**src/rtl/mem_ctrl_pkg.sv**
```systemverilog
// Shared configuration for the byte-serial memory controller: state encoding, access sizes,
// load/store tag and IO region decode.
package mem_ctrl_pkg;

    localparam int unsigned AddrW = 32;
    localparam int unsigned DataW = 32;
    localparam int unsigned BusW  = 8;

    typedef enum logic [1:0] {
        StIdle  = 2'd0,
        StRead  = 2'd1,
        StWrite = 2'd2,
        StDone  = 2'd3
    } state_e;

    localparam logic [2:0] SizeByte = 3'b001;
    localparam logic [2:0] SizeHalf = 3'b010;
    localparam logic [2:0] SizeWord = 3'b100;

    localparam logic TagLoad  = 1'b0;
    localparam logic TagStore = 1'b1;

    localparam logic [1:0] IoRegion = 2'b11;

    function automatic logic is_io(input logic [AddrW-1:0] addr);
        return addr[17:16] == IoRegion;
    endfunction

    // Unknown size codes fall back to a single byte so the byte counter always terminates.
    function automatic logic [2:0] size_bytes(input logic [2:0] size);
        case (size)
            SizeHalf: return 3'd2;
            SizeWord: return 3'd4;
            default:  return 3'd1;
        endcase
    endfunction

endpackage

```
**src/rtl/mem_ctrl.sv**
```systemverilog
// Arbitrates instruction fetch and load/store requests onto a byte-wide RAM/IO bus,
// serialising each access into byte cycles and assembling little-endian read data.
module mem_ctrl
    import mem_ctrl_pkg::*;
(
    input  logic             clk,
    input  logic             rst,
    input  logic             rdy,
    input  logic             jump_flag,
    input  logic             if_enable,
    input  logic [AddrW-1:0] if_addr,
    output logic             if_success,
    output logic [DataW-1:0] if_data,
    input  logic             lsb_enable,
    input  logic [2:0]       lsb_size,
    input  logic [AddrW-1:0] lsb_addr,
    input  logic [DataW-1:0] lsb_wdata,
    input  logic             lsb_wr_tag,
    output logic             lsb_success,
    output logic [DataW-1:0] lsb_rdata,
    input  logic [BusW-1:0]  mem_din,
    output logic [BusW-1:0]  mem_dout,
    output logic [AddrW-1:0] mem_a,
    output logic             mem_wr,
    input  logic             io_buffer_full
);

    state_e           r_state, w_state;
    logic [2:0]       r_k, w_k;
    logic [2:0]       r_n, w_n;
    logic [AddrW-1:0] r_addr, w_addr;
    logic [DataW-1:0] r_wdata, w_wdata;
    logic             r_is_fetch, w_is_fetch;
    logic [DataW-1:0] r_data, w_data;
    logic             r_pend, w_pend;
    logic [1:0]       r_lane, w_lane;
    logic [AddrW-1:0] r_mem_a, w_mem_a;
    logic [BusW-1:0]  r_mem_dout, w_mem_dout;
    logic             r_mem_wr, w_mem_wr;
    logic             r_if_success, w_if_success;
    logic [DataW-1:0] r_if_data, w_if_data;
    logic             r_lsb_success, w_lsb_success;
    logic [DataW-1:0] r_lsb_rdata, w_lsb_rdata;

    logic [2:0]       w_next_k;
    logic [AddrW-1:0] w_next_a;
    logic [DataW-1:0] w_captured;

    assign w_next_k = r_k + 3'd1;
    assign w_next_a = r_addr + {29'd0, w_next_k};

    // r_pend marks a read address on the bus last cycle, so mem_din now belongs to lane r_lane.
    // Capture is not gated by rdy: a held address keeps re-delivering the same byte.
    always_comb begin
        w_captured = r_data;
        if (r_pend) begin
            w_captured[{r_lane, 3'b000} +: 8] = mem_din;
        end
    end

    always_comb begin
        w_state       = r_state;
        w_k           = r_k;
        w_n           = r_n;
        w_addr        = r_addr;
        w_wdata       = r_wdata;
        w_is_fetch    = r_is_fetch;
        w_data        = w_captured;
        w_pend        = (r_state == StRead) && (r_k < r_n);
        w_lane        = r_k[1:0];
        w_mem_a       = r_mem_a;
        w_mem_dout    = r_mem_dout;
        w_mem_wr      = r_mem_wr;
        w_if_success  = 1'b0;
        w_if_data     = r_if_data;
        w_lsb_success = 1'b0;
        w_lsb_rdata   = r_lsb_rdata;

        if (rdy) begin
            unique case (r_state)
                StIdle: begin
                    if (lsb_enable) begin
                        w_is_fetch = 1'b0;
                        w_n        = size_bytes(lsb_size);
                        w_addr     = lsb_addr;
                        w_wdata    = lsb_wdata;
                        w_k        = 3'd0;
                        w_data     = '0;
                        w_mem_a    = lsb_addr;
                        if (lsb_wr_tag == TagLoad) begin
                            w_state = StRead;
                        end else begin
                            w_state    = StWrite;
                            w_mem_dout = lsb_wdata[7:0];
                            w_mem_wr   = !(is_io(lsb_addr) && io_buffer_full);
                        end
                    end else if (if_enable && !jump_flag) begin
                        w_is_fetch = 1'b1;
                        w_n        = 3'd4;
                        w_addr     = if_addr;
                        w_k        = 3'd0;
                        w_data     = '0;
                        w_mem_a    = if_addr;
                        w_state    = StRead;
                    end
                end
                StRead: begin
                    if (r_is_fetch && jump_flag) begin
                        w_state = StIdle;
                        w_k     = 3'd0;
                        w_pend  = 1'b0;
                        w_mem_a = '0;
                    end else if (r_k == r_n) begin
                        w_state = StDone;
                        w_k     = 3'd0;
                        if (r_is_fetch) begin
                            w_if_success = 1'b1;
                            w_if_data    = w_captured;
                        end else begin
                            w_lsb_success = 1'b1;
                            w_lsb_rdata   = w_captured;
                        end
                    end else begin
                        w_k     = w_next_k;
                        w_mem_a = (w_next_k < r_n) ? w_next_a : '0;
                    end
                end
                StWrite: begin
                    if (r_mem_wr) begin
                        if (w_next_k == r_n) begin
                            w_state       = StDone;
                            w_k           = 3'd0;
                            w_lsb_success = 1'b1;
                            w_mem_a       = '0;
                            w_mem_dout    = '0;
                            w_mem_wr      = 1'b0;
                        end else begin
                            w_k        = w_next_k;
                            w_mem_a    = w_next_a;
                            w_mem_dout = r_wdata[{w_next_k[1:0], 3'b000} +: 8];
                            w_mem_wr   = !(is_io(w_next_a) && io_buffer_full);
                        end
                    end else begin
                        // IO back-pressure: retry the same byte once the FIFO has room.
                        w_mem_wr = !(is_io(r_mem_a) && io_buffer_full);
                    end
                end
                StDone: begin
                    w_state = StIdle;
                end
                default: begin
                    w_state = StIdle;
                end
            endcase
        end
    end

    always_ff @(posedge clk) begin
        if (rst) begin
            r_state       <= StIdle;
            r_k           <= '0;
            r_n           <= '0;
            r_addr        <= '0;
            r_wdata       <= '0;
            r_is_fetch    <= 1'b0;
            r_data        <= '0;
            r_pend        <= 1'b0;
            r_lane        <= '0;
            r_mem_a       <= '0;
            r_mem_dout    <= '0;
            r_mem_wr      <= 1'b0;
            r_if_success  <= 1'b0;
            r_if_data     <= '0;
            r_lsb_success <= 1'b0;
            r_lsb_rdata   <= '0;
        end else begin
            r_state       <= w_state;
            r_k           <= w_k;
            r_n           <= w_n;
            r_addr        <= w_addr;
            r_wdata       <= w_wdata;
            r_is_fetch    <= w_is_fetch;
            r_data        <= w_data;
            r_pend        <= w_pend;
            r_lane        <= w_lane;
            r_mem_a       <= w_mem_a;
            r_mem_dout    <= w_mem_dout;
            r_mem_wr      <= w_mem_wr;
            r_if_success  <= w_if_success;
            r_if_data     <= w_if_data;
            r_lsb_success <= w_lsb_success;
            r_lsb_rdata   <= w_lsb_rdata;
        end
    end

    assign mem_a       = r_mem_a;
    assign mem_dout    = r_mem_dout;
    assign mem_wr      = r_mem_wr & rdy;
    assign if_success  = r_if_success;
    assign if_data     = r_if_data;
    assign lsb_success = r_lsb_success;
    assign lsb_rdata   = r_lsb_rdata;

endmodule

```
**config.mk**
```make
export PLATFORM = sky130hd
export DESIGN_NAME = mem_ctrl
export DESIGN_NICKNAME = d
export VERILOG_FILES = /design/src/rtl/mem_ctrl_pkg.sv /design/src/rtl/mem_ctrl.sv
export SDC_FILE = /design/constraint.sdc
export NUM_CORES = 1
export LEC_CHECK = 0
export CAP_MARGIN = 15
export CELL_PAD_IN_SITES_DETAIL_PLACEMENT = 0
export CELL_PAD_IN_SITES_GLOBAL_PLACEMENT = 1
export CORE_MARGIN = 3
export CORE_UTILIZATION = 25
export DETAILED_ROUTE_END_ITERATION = 8
export PLACE_DENSITY = 0.58
export SYNTH_ARGS = -nofsm -noshare
export SYNTH_HDL_FRONTEND = slang
export SYNTH_SLANG_ARGS = --single-unit
```
**constraint.sdc**
```tcl
create_clock -name clk -period 3.87 [get_ports clk]
set_input_delay 0.774 -clock clk [delete_from_list [all_inputs] [get_ports clk]]
set_output_delay 0.774 -clock clk [all_outputs]
set_load 0.02 [all_outputs]
```
==> results by stage, run 1 <==
GRT:
- Global routing used 22.1% of the available met2 tracks.
- The first global-routing pass estimated 47400 um of wire.
- The pin count of the biggest net entering global routing is approximately 120.
- The most used routing layer is met2.
- Global routing used 14.4% of the available tracks.
- The met3 demand-to-capacity share in global routing is 2.80%.
- The met1 capacity usage during global routing is 20.3%.
- The leftover overflow at the end of global routing is 0.
- The number of global-route vias before repair is a little over 8000.
- The initial antenna violation count is 1.

Worst setup path:
- The maximum fanout encountered on the critical timing path is 8.
- The reg-to-reg endpoint is r_mem_wr.
- The beginning of the worst register-to-register path is r_k[1].
- The critical path startpoint category is an input pin.
- The number of cells traversed by the worst register-to-register path is 9.
- The type of the setup path with the least slack is in2out.
- The arrival time of data at the critical path endpoint is 2.24 ns.
- The data required time of the critical path is 3.10 ns.
- STA classifies the critical path endpoint as an output pin.
- Across all register-to-register paths, the minimum setup slack is 1.03 ns.

Floorplanning:
- The die covers 40500 um^2.
- The horizontal die dimension is 201 um.
- The I/O pin count is approximately 220.
- In this run the standard cell core region covers 37100 um^2.
- The height of the chip is 201 um.
- The initial utilization of the core area, before any placement, comes to between 20 and 30%.
- In this run the core area contains 70 standard-cell rows.

Cells and area:
- Excluding fillers, the count of instances in the completed layout stands at 1784.
- The net total in the final layout is 1396.
- In the layout the commonest cells are 219 x sky130_fd_sc_hd__clkdlybuf4s50_1, 215 x sky130_fd_sc_hd__dfxtp_1, 201 x sky130_fd_sc_hd__nor2_1.
- Cells with a size suffix above 1 make up 7.50% of the layout.
- The repair_antennas step left the layout with diodes totalling 0.
- The post-layout utilization of the core is a little over a third.
- Relative to the synthesized area, the layout overhead comes to 36.8%.
- The commonest non-fill, non-tap cell in the layout is sky130_fd_sc_hd__clkdlybuf4s50_1.

Routing:
- Across all layers, the routed design uses 8373 vias.
- The initial DRC count is about 410.
- The final antenna-violating net count is 0.
- The vias per cell is about 4.7.
- The number of remaining DRC errors is 0.
- The average detailed-routed wire length per instance is 17.1 um.
- The first-pass iteration count of the detailed router is 4.
- The total length of routed wires is just over 30000 um.

Clock tree:
- The maximum level of the CTS H-tree is 1.
- The register clock-pin slew on the reported worst setup and hold paths is 0.06 ns.
- The total clock sinks is 215.
- After clock tree synthesis, the flow added hold-fix buffers numbering 0.
- The worst-skew pair later-pin latency is 0.53 ns.
- The number of setup buffers added after CTS is 0.
- The longest clock path from root to sink contains 3 buffers.
- The TritonCTS clock tree is yes.
- The number of buffers created by CTS is 26.
- Once the clock tree was built, the resizer swapped 0 gates to a different size.
- The cell at the root of the clock tree is sky130_fd_sc_hd__clkbuf_16.

Placed design:
- The weighted congestion reported at the end of routability-driven placement is 0.753.
- Including well taps, the total number of placed cells is between 1500 and 2000.
- The number of port buffers is 221.
- The detailed placer's ending HPWL is around 22000 um.
- The worst slack at placement is about 0.86 ns.

Worst hold path:
- The startpoint identified for the worst hold timing path is r_wdata[0].
- The min-delay analysis places its worst path in the category reg2reg.
- Counting instances, the worst hold path has a depth of 2.
- The hold-critical path endpoint is r_wdata[0].

Pwr:
- The portion of total power attributed to the clock network is 38.6%.
- Net switching is about 30% of the power.
- The leakage power of the design is 4.56 nW.
- The total power divided by cell area is around 510 nW/um^2.
- The internal portion of the total power is roughly 4.6 mW.
- For this design the total switching power over the nets is 1.97 mW.
- The share of total power dissipated in sequential elements is between 30% and 40%.
- The largest voltage drop on the vdd net is 0.000340 V.
- The share of power burned in combinational logic is 22.2%.

Timing:
- The total negative slack for setup checks is 0 ns.
- The worst path meets setup with approximately 0.85 ns of slack.
- The actual slew at the worst max-slew pin is 0.838 ns.
- The final max-slew violation count is 0.
- The number of hold violations in the final report is 0.
- The setup violation total in the final timing report is 0.
- Setup repair after global routing left no endpoint under its margin.
- The normalized max-slew margin is a little over two fifths.
- The final worst clock skew is about 0.014 ns.
- The worst path uses 77.9% of the clock period.
- The maximum achievable frequency is ~330 MHz.
- The clock period could shrink to 3.02 ns.

Synth:
- The proportion of synthesized flip-flops having asynchronous set or reset is 0%.
- The number of warnings printed during yosys synthesis is 0.
- The library cell occupying the most area in the post-synthesis netlist is sky130_fd_sc_hd__dfxtp_1.
- Among all flip-flop cells after synthesis, the most frequent one is sky130_fd_sc_hd__dfxtp_1.
- In this run, synthesis inferred 0 flip-flops with an integrated enable.
- Counting flops and latches in the post-synthesis netlist gives 215.
- The number of standard cells after synthesis is 1074.
- Dividing the synthesized area by the synthesized cell count gives 8.88 um^2.
- Sorting the synthesized cells by area gives the leading types as sky130_fd_sc_hd__dfxtp_1 45%, sky130_fd_sc_hd__a211oi_1 8.5%, sky130_fd_sc_hd__nor2_1 8.0%.
- Summing every instance area after synthesis gives approximately 9500 um^2.
- Of the post-synthesis cell area, the dominant cell type holds between 40 and 50%.
- The synthesized netlist net count is 1210.
- The sequential cell area fraction in the yosys report is 45.1%.
- The number of unique standard cell types used by synthesis is 69.

Run status:
- The flow ran to the end, and the final reports show no timing, DRC or antenna violations.

Flow run:
- The number of maximum-capacitance violations is 0.
[power groups by stage]
stage	sequential, mW	clock (mW)	combinational (mW)
floorplan	2.73	0	0.762
global placement	2.63	0	1.48
detailed placement	2.63	0	1.49
CTS	2.59	2.64	1.49
global route	2.62	2.71	1.62
finish	2.59	2.54	1.47
[area by class of cell]
class,instances,area [um^2]
Fill cell,3916,24100
Multi-Input combinational cell,759,4770
Sequential cell,215,4300
Timing Repair Buffer,238,2360
Clock buffer,39,769
Tap cell,504,631
Clock inverter,9,136
Inverter,20,75.1
[cells in the mapped netlist (all sizes together) (3+ instances only)]
library cell	count
dfxtp	215
nor2	203
a211oi	108
nand2	92
a21oi	58
clkbuf	42
buf	37
mux2i	37
a22oi	33
o21ai	33
nor3	25
nand3	22
ha	20
inv	20
xor2	13
xnor2	12
and4	11
and2	10
o221ai	10
a311oi	9
mux4	8
nand4	7
nor2b	5
and3	4
nand2b	4
a31oi	3
[how the worst max path moves through the flow]
| stage | startpoint | endpoint | depth (start not counted) |
|---|---|---|---|
| final | rdy | mem_wr | 3 |
| after global routing | r_k[1] | mem_a[19] | 9 |
| after CTS | rdy | mem_wr | 3 |
| after detailed placement | rdy | mem_wr | 3 |
| after global placement | rdy | mem_wr | 3 |
| after floorplan | r_k[0] | r_mem_wr | 10 |
[flip-flops by register name, indices dropped and copies added (netlist names), 2 cells and up]
signal	count
r_addr	32
mem_a	32
r_state	2
r_k	3
r_lane	2
r_n	3
mem_dout	8
lsb_rdata	32
r_data	32
if_data	32
r_wdata	32
[per-stage QoR]
stage	instance area, um^2	power [mW]	hold slack, ns
final	13000	6.60	0.452
after global routing	13000	6.95	0.476
after CTS	13000	6.72	0.455
after detailed placement	12100	4.12	0.448
after global placement	12100	4.11	0.439
after floorplan	9540	3.50	0.433
[worst max-delay path, cell delays in order]
cell	delay, ns
sky130_fd_sc_hd__clkdlybuf4s50_1	0.68
sky130_fd_sc_hd__and2_1	0.18
sky130_fd_sc_hd__clkdlybuf4s50_1	0.60
[layer usage]
layer  up-vias  routed length (um)
met2       197               13100
met5         -                   8
met1      3894               14900
met3        42                1500
met4         2                 904
li1       4238                   -
[cells by family (layout without fill, tap and decap cells)]
kind of cell / Yosys count / in the layout / synth area share (%)
flip-flops: 215 / 215 / 45.1
AO/OA/AOI/OAI: 271 / 271 / 19.8
adder cells (fa/ha/maj): 21 / 21 / 2.83
XOR/XNOR: 25 / 25 / 2.30
multiplexers: 45 / 45 / 5.77
buffers and inverters: 100 / 306 / 4.99
AND/OR/NAND/NOR: 397 / 397 / 19.2
No activity file was read; power rests on OpenSTA's default activity.
==> run 2, diff against run 1 <==
==> constraint.sdc (replaced) <==
create_clock -name clk -period 3.06 [get_ports clk]
set_input_delay 0.612 -clock clk [delete_from_list [all_inputs] [get_ports clk]]
set_output_delay 0.612 -clock clk [all_outputs]
set_load 0.02 [all_outputs]
==> run 2 against run 1 <==
Clock power increased by 23%. Cell count increased by 0.22%. Sequential cell count unchanged. Die area unchanged. Sequential power increased by 27%. Critical endpoint is now mem_a[26]. Combinational power increased by 29%. Non-clock buffer count increased by 7.
==> results by stage, run 2 (synthesis results as in run 1) <==
Worst setup path:
- STA classifies the critical path startpoint as a register.
- At the worst endpoint, the required time is 3.51 ns.
- The critical path is of the reg2reg type.
- The setup slack of the most critical reg-to-reg path is 0.33 ns.
- In this run the critical register-to-register path is launched from r_k[0].
- Of all nets on the critical path, the largest fanout is 12.
- Data on the critical path arrives at its endpoint at 3.17 ns.
- The endpoint identified for the worst register-to-register timing path is mem_a[26].
- The worst register-to-register path has a depth of 11.
- The critical path capture point type is a register.

Worst hold path:
- For hold timing, the worst endpoint is r_wdata[23].
- Counting instances, the worst hold path has a depth of 2.
- The path class of the tightest hold or removal check is reg2reg.
- The worst hold path begins at r_wdata[23].

Clock tree:
- The hold buffer count at CTS is 0.
- The TritonCTS clock tree is yes.
- The maximum level of the CTS H-tree is 1.
- The worst-skew pair later-pin latency is around 0.54 ns.
- The number of buffers created by CTS is 26.
- The cell sitting at the root of the clock tree is a sky130_fd_sc_hd__clkbuf_16.
- The number of gates resized after cts is 0.
- Buffers added to address setup during post-CTS repair amount to 0.
- The number of buffers on the longest clock path is 3.
- After clock tree synthesis, the clock-pin slew on the worst setup and hold paths is 0.06 ns.
- The clock drives 215 sinks.

GRT:
- The initial antenna violation count was 0.
- After global routing the overflow that remains totals 0.
- Entering global routing, the biggest net connects 70 pins.
- In the global route stage, overall resource usage came out at 14.9%.
- The number of global-route vias before repair is around 8400.
- The first-pass GRT wire length is 49000 um.

Cells and area:
- In the layout the commonest cells are 219 x sky130_fd_sc_hd__clkdlybuf4s50_1, 215 x sky130_fd_sc_hd__dfxtp_1, 201 x sky130_fd_sc_hd__nor2_1.
- The post-route netlist has 7.94% of its cells at a drive strength greater than 1.
- At the end of the flow, the number of nets in the layout was around 1400.
- Leaving out fill and tap cells, the most frequent cell in the layout is sky130_fd_sc_hd__clkdlybuf4s50_1.
- The number of antenna diodes in the final layout is 0.
- The signed area change from the synthesized netlist to the final layout is 37.7%.

Floorplanning:
- The full die area is 40500 um^2.
- After floorplanning, the core was divided into 70 placement rows.
- The floorplan step set the die width to 201 um.
- The floorplan step defined a core boundary enclosing between 30000 and 40000 um^2.
- In this run the vertical extent of the chip is between 200 and 250 um.
- The I/O pin count is roughly 220.
- The initial core utilization is 25.7%.

Placed design:
- The wire-length estimate of the detail-placed layout is approximately 22000 um.
- The weighted congestion reported at the end of routability-driven placement is between 0.7 and 0.8.
- Buffers placed on the I/O ports in this run total 221.

Timing:
- The actual slew at the worst max-slew pin is approximately 0.76 ns.
- The final worst clock skew is between 0.008 and 0.009 ns.
- Setup repair after global routing left no endpoint under its margin.
- Subtracting the final worst setup slack from the clock period gives 2.73 ns.
- The number of hold violations in the final report was 0.
- The final max-slew violation count is 0.
- Measured against its own limit, the worst slew margin works out to between 40% and 50%.
- The maximum achievable frequency is about 370 MHz.
- The final hold slack is 0.454 ns.
- For the final routed database, the setup TNS stands at 0 ns.
- Setup violations remaining at the end of the flow were counted as 0.
- The share of the cycle needed by the critical path after routing is about nine tenths.

Routing:
- The first-pass iteration count of the detailed router is 4.
- In the routed design, unresolved DRC markers number 0.
- The average detailed-routed wire length per instance is roughly 18 um.
- The detail route stage leaves a number of antenna-violating nets equal to 0.
- Wires add up to 31300 um.
- The vias per cell is 4.67.
- The detailed router placed 8344 vias in this run.
- The initial DRC count is 348.

Pwr:
- The largest voltage drop on the vdd net is around 0.00035 V.
- For this design the static power due to leakage is about 4.6 nW.
- The total power divided by cell area is between 600 and 700 nW/um^2.

Run status:
- The flow ran to the end, and the final reports show no timing, DRC or antenna violations.

Flow run:
- The number of maximum-capacitance violations is 0.
[run 2: changes by cell type in the layout (fill, tap and decap cells not counted)]
cell and change:
sky130_fd_sc_hd__clkbuf_8 +1, sky130_fd_sc_hd__bufinv_16 -1, sky130_fd_sc_hd__clkinvlp_4 -2, sky130_fd_sc_hd__buf_12 +5, sky130_fd_sc_hd__clkbuf_1 -1, sky130_fd_sc_hd__o21ai_2 +1
sky130_fd_sc_hd__o21ai_1 -1, sky130_fd_sc_hd__buf_4 +2
[run 2: per-stage QoR]
| step | instances | util [%] | setup slack, ns | power [mW] | cell area [um^2] |
|---|---|---|---|---|---|
| detailed placement | 1743 | 33.0 | 0.242 | 5.27 | 12300 |
| finish | 1788 | 35.4 | 0.335 | 8.31 | 13100 |
| floorplan | 1074 | - | 0.501 | 4.42 | 9540 |
| global route | 1788 | 35.4 | 0.0719 | 8.73 | 13100 |
| global placement | 1743 | 33.0 | 0.319 | 5.25 | 12300 |
| CTS | 1788 | 35.4 | 0.306 | 8.46 | 13100 |
[run 2: layout make-up]
cell class                 count  area, um^2
fill                        3908       24000
sequential                   215        4300
clock inverter                 6        91.3
tap                          504         631
multi-input combinational    759        4770
timing repair buffer         245        2480
clock buffer                  39         779
inverter                      20        75.1
[run 2: how the worst max path moves through the flow]
stage	startpoint	end	slack, ns	cells past startpoint
finish	r_k[0]	mem_a[26]	0.33	11
global route	r_k[1]	r_mem_wr	0.07	10
CTS	r_k[1]	mem_a[12]	0.31	9
detailed placement	rdy	mem_a[23]	0.24	7
global placement	rdy	mem_a[23]	0.32	7
floorplan	r_k[0]	r_mem_wr	0.50	10
[run 2: per-layer routing]
metal	part of all wire (%)	vias to the layer above	GRT usage (%)
met3	4.3	40	2.38
met4	2.4	0	3.94
li1	-	4240	-
met5	0	-	0
met1	48	3897	20.4
met2	45	167	24.5
[run 2: report_power, final]
part | internal, mW | leakage, nW | switching [mW]
clock network | 1.91 | 0.431 | 1.22
logic | 0.820 | 2.42 | 1.07
registers | 3.06 | 1.75 | 0.220
[run 2: worst max-delay path, cell delays in order, from the launching register on]
cell                        delay, ns
sky130_fd_sc_hd__dfxtp_1         0.31
sky130_fd_sc_hd__buf_4           0.20
sky130_fd_sc_hd__inv_1           0.15
sky130_fd_sc_hd__ha_1            0.19
sky130_fd_sc_hd__inv_1           0.06
sky130_fd_sc_hd__fa_1            0.41
sky130_fd_sc_hd__nor2b_1         0.26
sky130_fd_sc_hd__o2111ai_1       0.23
sky130_fd_sc_hd__nor2_1          0.35
sky130_fd_sc_hd__nand3_1         0.14
sky130_fd_sc_hd__mux2i_1         0.14
sky130_fd_sc_hd__a211oi_1        0.20
==> run 3, diff against run 2 <==
--- a/config.mk
+++ b/config.mk
@@ -11,7 +11,7 @@
 export CORE_MARGIN = 3
 export CORE_UTILIZATION = 25
 export DETAILED_ROUTE_END_ITERATION = 8
-export PLACE_DENSITY = 0.58
+export PLACE_DENSITY_LB_ADDON = 0.1
 export SYNTH_ARGS = -nofsm -noshare
 export SYNTH_HDL_FRONTEND = slang
 export SYNTH_SLANG_ARGS = --single-unit
==> run 3 against run 2 <==
Fmax fell by 0.30%. Core utilization fell by 0.38 points. Clock power fell by 9.6%. Die area did not move. Critical path depth fell by 2. Sequential power barely moved. Hold slack got worse by 0.0032 ns. Cell count barely moved. Critical endpoint is now r_mem_wr.
==> results by stage, run 3 (synthesis results as in run 1) <==
Run status:
- The flow ran to the end, and the final reports show no timing, DRC or antenna violations.

Pwr:
- Of the total power, the share spent switching nets is 31.0%.
- Summing internal, switching and leakage power gives around 8 mW.
- The power dissipated by switching net loads is roughly 2.5 mW.
- Of the total power, the clock network draws 35.3%.
- The sequential share of power is 40.9%.
- The leakage power of the design is between 4 and 5 nW.
- Across the VDD grid, the largest voltage drop is 0.000401 V.
- The share of power burned in combinational logic is between 20% and 30%.
- The internal portion of total power is 5.53 mW.
- For this design the ratio of total power to cell area is 617 nW/um^2.

Cells and area:
- The commonest non-fill, non-tap cell in the layout is sky130_fd_sc_hd__clkdlybuf4s50_1.
- Summing all multi-input logic gate instances after layout gives 4770 um^2.
- After the last flow step, the layout net total stands at around 1400.
- The top cell types in the final layout, fill and taps aside, are 219 x sky130_fd_sc_hd__clkdlybuf4s50_1, 215 x sky130_fd_sc_hd__dfxtp_1, 201 x sky130_fd_sc_hd__nor2_1.
- The final instance count without filler cells is 1789.
- Cells with a size suffix above 1 make up 7.32% of the layout.
- The total area of sequential cells is about 4300 um^2.
- The signed area change from the synthesized netlist to the final layout is 36.2%.
- The antenna diode count is 0.
- The number of filler instances in the final layout is 3929.
- The post-layout utilization of the core is 35.0%.

Worst setup path:
- The arrival time of data at the critical path endpoint is 3.19 ns.
- In this run the critical register-to-register path is launched from r_k[1].
- The setup slack of the most critical reg-to-reg path is 0.33 ns.
- Data on the critical path is required at its endpoint by 3.52 ns.
- The maximum fanout encountered on the critical timing path is 10.
- The signal on the critical path passes through ha_1, inv_1, fa_1, nor2b_1, o21ai_1, and4_1, o31ai_1, nand4b_1, a21oi_1.
- The critical path capture point type is a register.
- The type of the setup path with the least slack is reg2reg.
- The reg-to-reg endpoint is r_mem_wr.
- The cell type of the slowest stage on the worst timing path is sky130_fd_sc_hd__fa_1.
- Measured in cells, the most critical reg-to-reg path has a length of 9.
- In this design, the stage delay of the slowest critical-path cell is 0.44 ns.
- The critical path startpoint category is a register.
- In this run the worst setup path begins at r_k[1].

Floorplanning:
- Once the floorplan was initialized, standard cells occupied 25.7% of the core.
- The full die area is between 40000 and 50000 um^2.
- The I/O pin count is 222.
- The number of placement rows is 70.
- From left edge to right edge, the die measures 201 um.
- The die is between 200 and 250 um tall.
- The core area is 37100 um^2.

Worst hold path:
- The hold-critical path endpoint is r_wdata[23].
- Along the worst hold path, the cell count comes to 2.
- The path class of the tightest hold or removal check is reg2reg.
- The startpoint identified for the worst hold timing path is r_wdata[23].

Timing:
- The worst path uses 89.3% of the clock period.
- The number of hold violations in the final report was 0.
- In this run the tightest slew margin relative to its limit is 46.9%.
- Setup repair after global routing left no endpoint under its margin.
- The final worst clock skew is between 0.01 and 0.015 ns.
- The total negative slack for setup checks is 0 ns.
- The actual slew at the worst max-slew pin is 0.794 ns.
- The clock period could shrink to 2.73 ns.
- Derived from the worst setup path, the maximum achievable clock frequency is 366 MHz.
- The final hold slack is between 0.4 and 0.5 ns.
- Setup violations remaining at the end of the flow were counted as 0.
- The final max-slew violation count is 0.

Routing:
- The first detailed-routing pass took 5 iterations.
- The initial DRC count is between 300 and 400.
- The routed layout has 8340 vias.
- The final antenna-violating net count is 0.
- After detailed routing, the number of vias per cell comes to ~4.7.
- In the routed design, unresolved DRC markers number 0.
- The total length of routed wires is 32300 um.
- After detailed routing, the average wire length per cell comes to approximately 18 um.

Clock tree:
- The number of gates resized after cts is 0.
- The number of setup buffers added after CTS is 0.
- The total clock sinks is 215.
- TritonCTS created 26 clock buffers.
- The TritonCTS clock tree is yes.
- CTS built an H-tree with a depth of 1.
- The clock reaches the later pin of the worst-skew pair after 0.53 ns.
- After clock tree synthesis, the flow added hold-fix buffers numbering 0.
- The cell at the root of the clock tree is sky130_fd_sc_hd__clkbuf_16.
- The number of buffers on the longest clock path is 3.
- After clock tree synthesis, the clock-pin slew on the worst setup and hold paths is 0.06 ns.

GRT:
- The first global-routing pass estimated 50600 um of wire.
- Entering global routing, the biggest net connects 90 pins.
- After global routing the overflow that remains totals 0.
- The number of global-route vias before repair is 8304.
- The initial antenna violation count is 0.
- The overall fraction of global-route tracks in use is about 15%.

Placed design:
- Routability-driven placement finished with a final weighted congestion of 0.771.
- During placement, the flow inserted port buffers numbering 221.
- Counting tap cells, the placed design contains a total of 1743 instances.
- Summed over all nets, the half-perimeter wirelength after detailed placement is between 20000 and 25000 um.

Flow run:
- Max-cap violations in this run came to 0.
-- run 3: cell count changes in the layout (fill, tap and decap cells not counted), sizes merged --
cell and delta:
clkbuf +3, bufinv -2
-- run 3: area by class of cell --
type / instances / share of cell area (%)
Multi-Input combinational cell: 759 / 36.7
Inverter: 20 / 0.578
Tap cell: 504 / 4.85
Sequential cell: 215 / 33.1
Clock inverter: 4 / 0.241
Clock buffer: 42 / 5.70
Timing Repair Buffer: 245 / 18.8
-- run 3: per-layer routing --
layer / share of wire (%) / global-route usage (%) / wire [um]
met1: 48 / 21.6 / 15600
met2: 46 / 25.2 / 14900
met3: 4.3 / 2.83 / 1390
met4: 1.3 / 2.74 / 433
met5: 0 / 0 / 0
-- run 3: power groups by stage --
stage	registers (mW)	clock network (mW)	logic [mW]
2_1_floorplan	3.46	0	0.964
3_3_place_gp	3.34	0	1.92
3_5_place_dp	3.34	0	1.93
4_1_cts	3.28	2.96	1.94
5_1_grt	3.31	3.05	2.10
6_report	3.28	2.83	1.90
-- run 3: worst max-delay path by stage --
stage / end / slack (ns) / cells past startpoint
2_1_floorplan: r_mem_wr / 0.50 / 10
3_3_place_gp: mem_a[2] / 0.41 / 8
3_5_place_dp: r_mem_wr / 0.33 / 9
4_1_cts: r_mem_wr / 0.31 / 9
5_1_grt: r_mem_wr / 0.07 / 9
6_report: r_mem_wr / 0.33 / 9
-- run 3: critical path: cells and delay by family (launching register included) --
family          cells  cell delay, ns
simple gates        3            0.72
compound gates      3            0.73
fa+ha+maj           2            0.79
flops               1            0.34
buf+inv             1            0.09
-- run 3: per-stage QoR --
step	setup slack (ns)	area [um^2]
floorplan	0.501	9540
global placement	0.407	12200
detailed placement	0.328	12200
CTS	0.309	13000
global route	0.0745	13000
finish	0.327	13000
==> variant, RTL diff (config.mk and constraints of run 1) <==
`r_addr` no longer has a reset.
--- a/src/rtl/mem_ctrl.sv
+++ b/src/rtl/mem_ctrl.sv
@@ -161,5 +161,4 @@
             r_k           <= '0;
             r_n           <= '0;
-            r_addr        <= '0;
             r_wdata       <= '0;
             r_is_fetch    <= 1'b0;
@@ -178,5 +177,4 @@
             r_k           <= w_k;
             r_n           <= w_n;
-            r_addr        <= w_addr;
             r_wdata       <= w_wdata;
             r_is_fetch    <= w_is_fetch;
@@ -194,4 +192,8 @@
     end
 
+    always_ff @(posedge clk) begin
+        r_addr <= w_addr;
+    end
+
     assign mem_a       = r_mem_a;
     assign mem_dout    = r_mem_dout;
Check against the original RTL: not settled (the Yosys comparison gave no result); the edit may change what the design does.
==> variant against run 1 <==
  * Design area increased by 0.33%
  * Setup slack got worse by 0.11 ns
  * Combinational power decreased by 8%
  * Synthesized area about the same
  * Power decreased by 3.6%
  * Final cell count decreased by 3.4%
  * Sequential cell count unchanged
  * Wire length about the same
  * First-iteration DRC count decreased by 12%
  * Largest cell class is now sequential cells
  * Largest power group unchanged
  * Highest routed layer is now met4
==> variant: results (changes against run 1) <==
[grt]
use_met1_pct=20.6  ; +0.30 points
grtUsageMet3_pct=2.72  ; -0.081 points
grt_pass1_wl_um=48200  ; +1.7%
gr-usage-met2_pct=23.2  ; +1.1 points
grt_pass1_vias=8123  ; +0.77%

[power_and_ir_drop]
p_switching_mw=1.86  ; -5.9%
power_frac_comb_pct=21.2  ; -1.0 points
vdd_drop_max_mv=0.259  ; -24%
p_leak_nw=4.36  ; -4.4%
power_density_mw_per_mm2=486  ; -3.9%

[cells_and_area]
nNonClkBuffers=237  ; -0.42%
diodes=1  ; +1
stdcell_count=1724  ; -3.4%
fillers=3833  ; -2.1%
multiInputGateArea_mm2=0.00455  ; -4.6%
final.clkbuf_count=41  ; +5.1%
nFlopsAndLatches=215  ; unchanged
sh_seq_area_pct=35.3  ; +2.3 points
layout.nets=1336  ; -4.3%
clk_share_pct=6.50  ; -0.44 points
n_all_inverters=22  ; +10%
buf_share_pct=18.0  ; -0.14 points
synthToLayoutAreaGrowth_pct=37.2
multi_input_gates=697  ; -8.2%

[logic_synthesis]
synthTopCellsByCount=183 x dfxtp_1, 143 x nor2_1, 98 x nand2_1, 80 x a211oi_1, 45 x clkbuf_1
ys_seq_area_share_pct=48.5  ; +3.3 points
synth_compound_area_share_pct=19.3  ; -0.50 points
yosys-top-cells-area=dfxtp_1 38%, edfxtp_1 10%, a211oi_1 6.3%, nor2_1 5.6%, nand2_1 3.9%
synth_nets=1142  ; -5.6%
synth-edff-count=32  ; +32
synth.distinct_cells=71  ; +2.9%
synth.area.mux_share_pct=5.86  ; +0.088 points
syn_area_per_cell_um2=9.49  ; +6.8%

[status]
status=finished, final reports clean

[critical_path]
slowest_delay_ns=0.71  ; +0.03 ns
r2r_setup_slack_ns=0.77  ; -0.26 ns
crit_arrival_ns=2.35  ; +0.11 ns
crit_fanout=9  ; +1
reg2reg_from=r_k[0]

[route]
drt_iter0_markers=361  ; -12%
vias=8086  ; -3.4%
avgRoutedWirePerCell_um=17.7  ; +3.6%

[sta]
finalClockSkew_ns=0.0101  ; -0.00357 ns
worstMarginPinSlew_ns=0.904  ; +0.0653 ns
setup_slack_ns=0.744  ; -0.111 ns

[placed_design]
place_congestion=0.801  ; +6.3%
dp_hpwl_um=21800  ; +1.0%
placed_area_mm2=0.0122  ; +0.78%

[clock_tree]
numCtsBuffers=27  ; +3.8%

variant: changes by cell type in the layout (fill, tap and decap cells not counted), moves of 28 or more:
cell	delta
a211oi_1	-28
dfxtp_1	-32
edfxtp_1	+32
mux2_2	+30
mux2i_1	-34
nor2_1	-60
variant: cells by family after synthesis:
family | Yosys count
muxes | 42
and+or+nand+nor | 360
adders and majority gates | 21
DFF | 215
AOI/OAI and AO/OA | 257
buffers and inverters | 94
xor gates and xnor gates | 17
variant: worst max-delay path: cells and delay by family:
kind                   cells  cell delay [ns]
and+or+nand+nor            1             0.11
buffers and inverters      3             1.47
variant: per-layer routing:
layer  vias up  wire (um)
met1      3781      14700
met5         -          0
met2       190      13600
met3        44       1540
li1       4071          -
met4         0        592
variant: final timing paths:
| kind | endpoint | depth (start not counted) |
|---|---|---|
| hold reg to reg | r_wdata[11] | 2 |
| hold / removal | r_wdata[11] | 2 |
| setup reg to reg | mem_a[24] | 10 |
| setup / recovery | mem_wr | 4 |
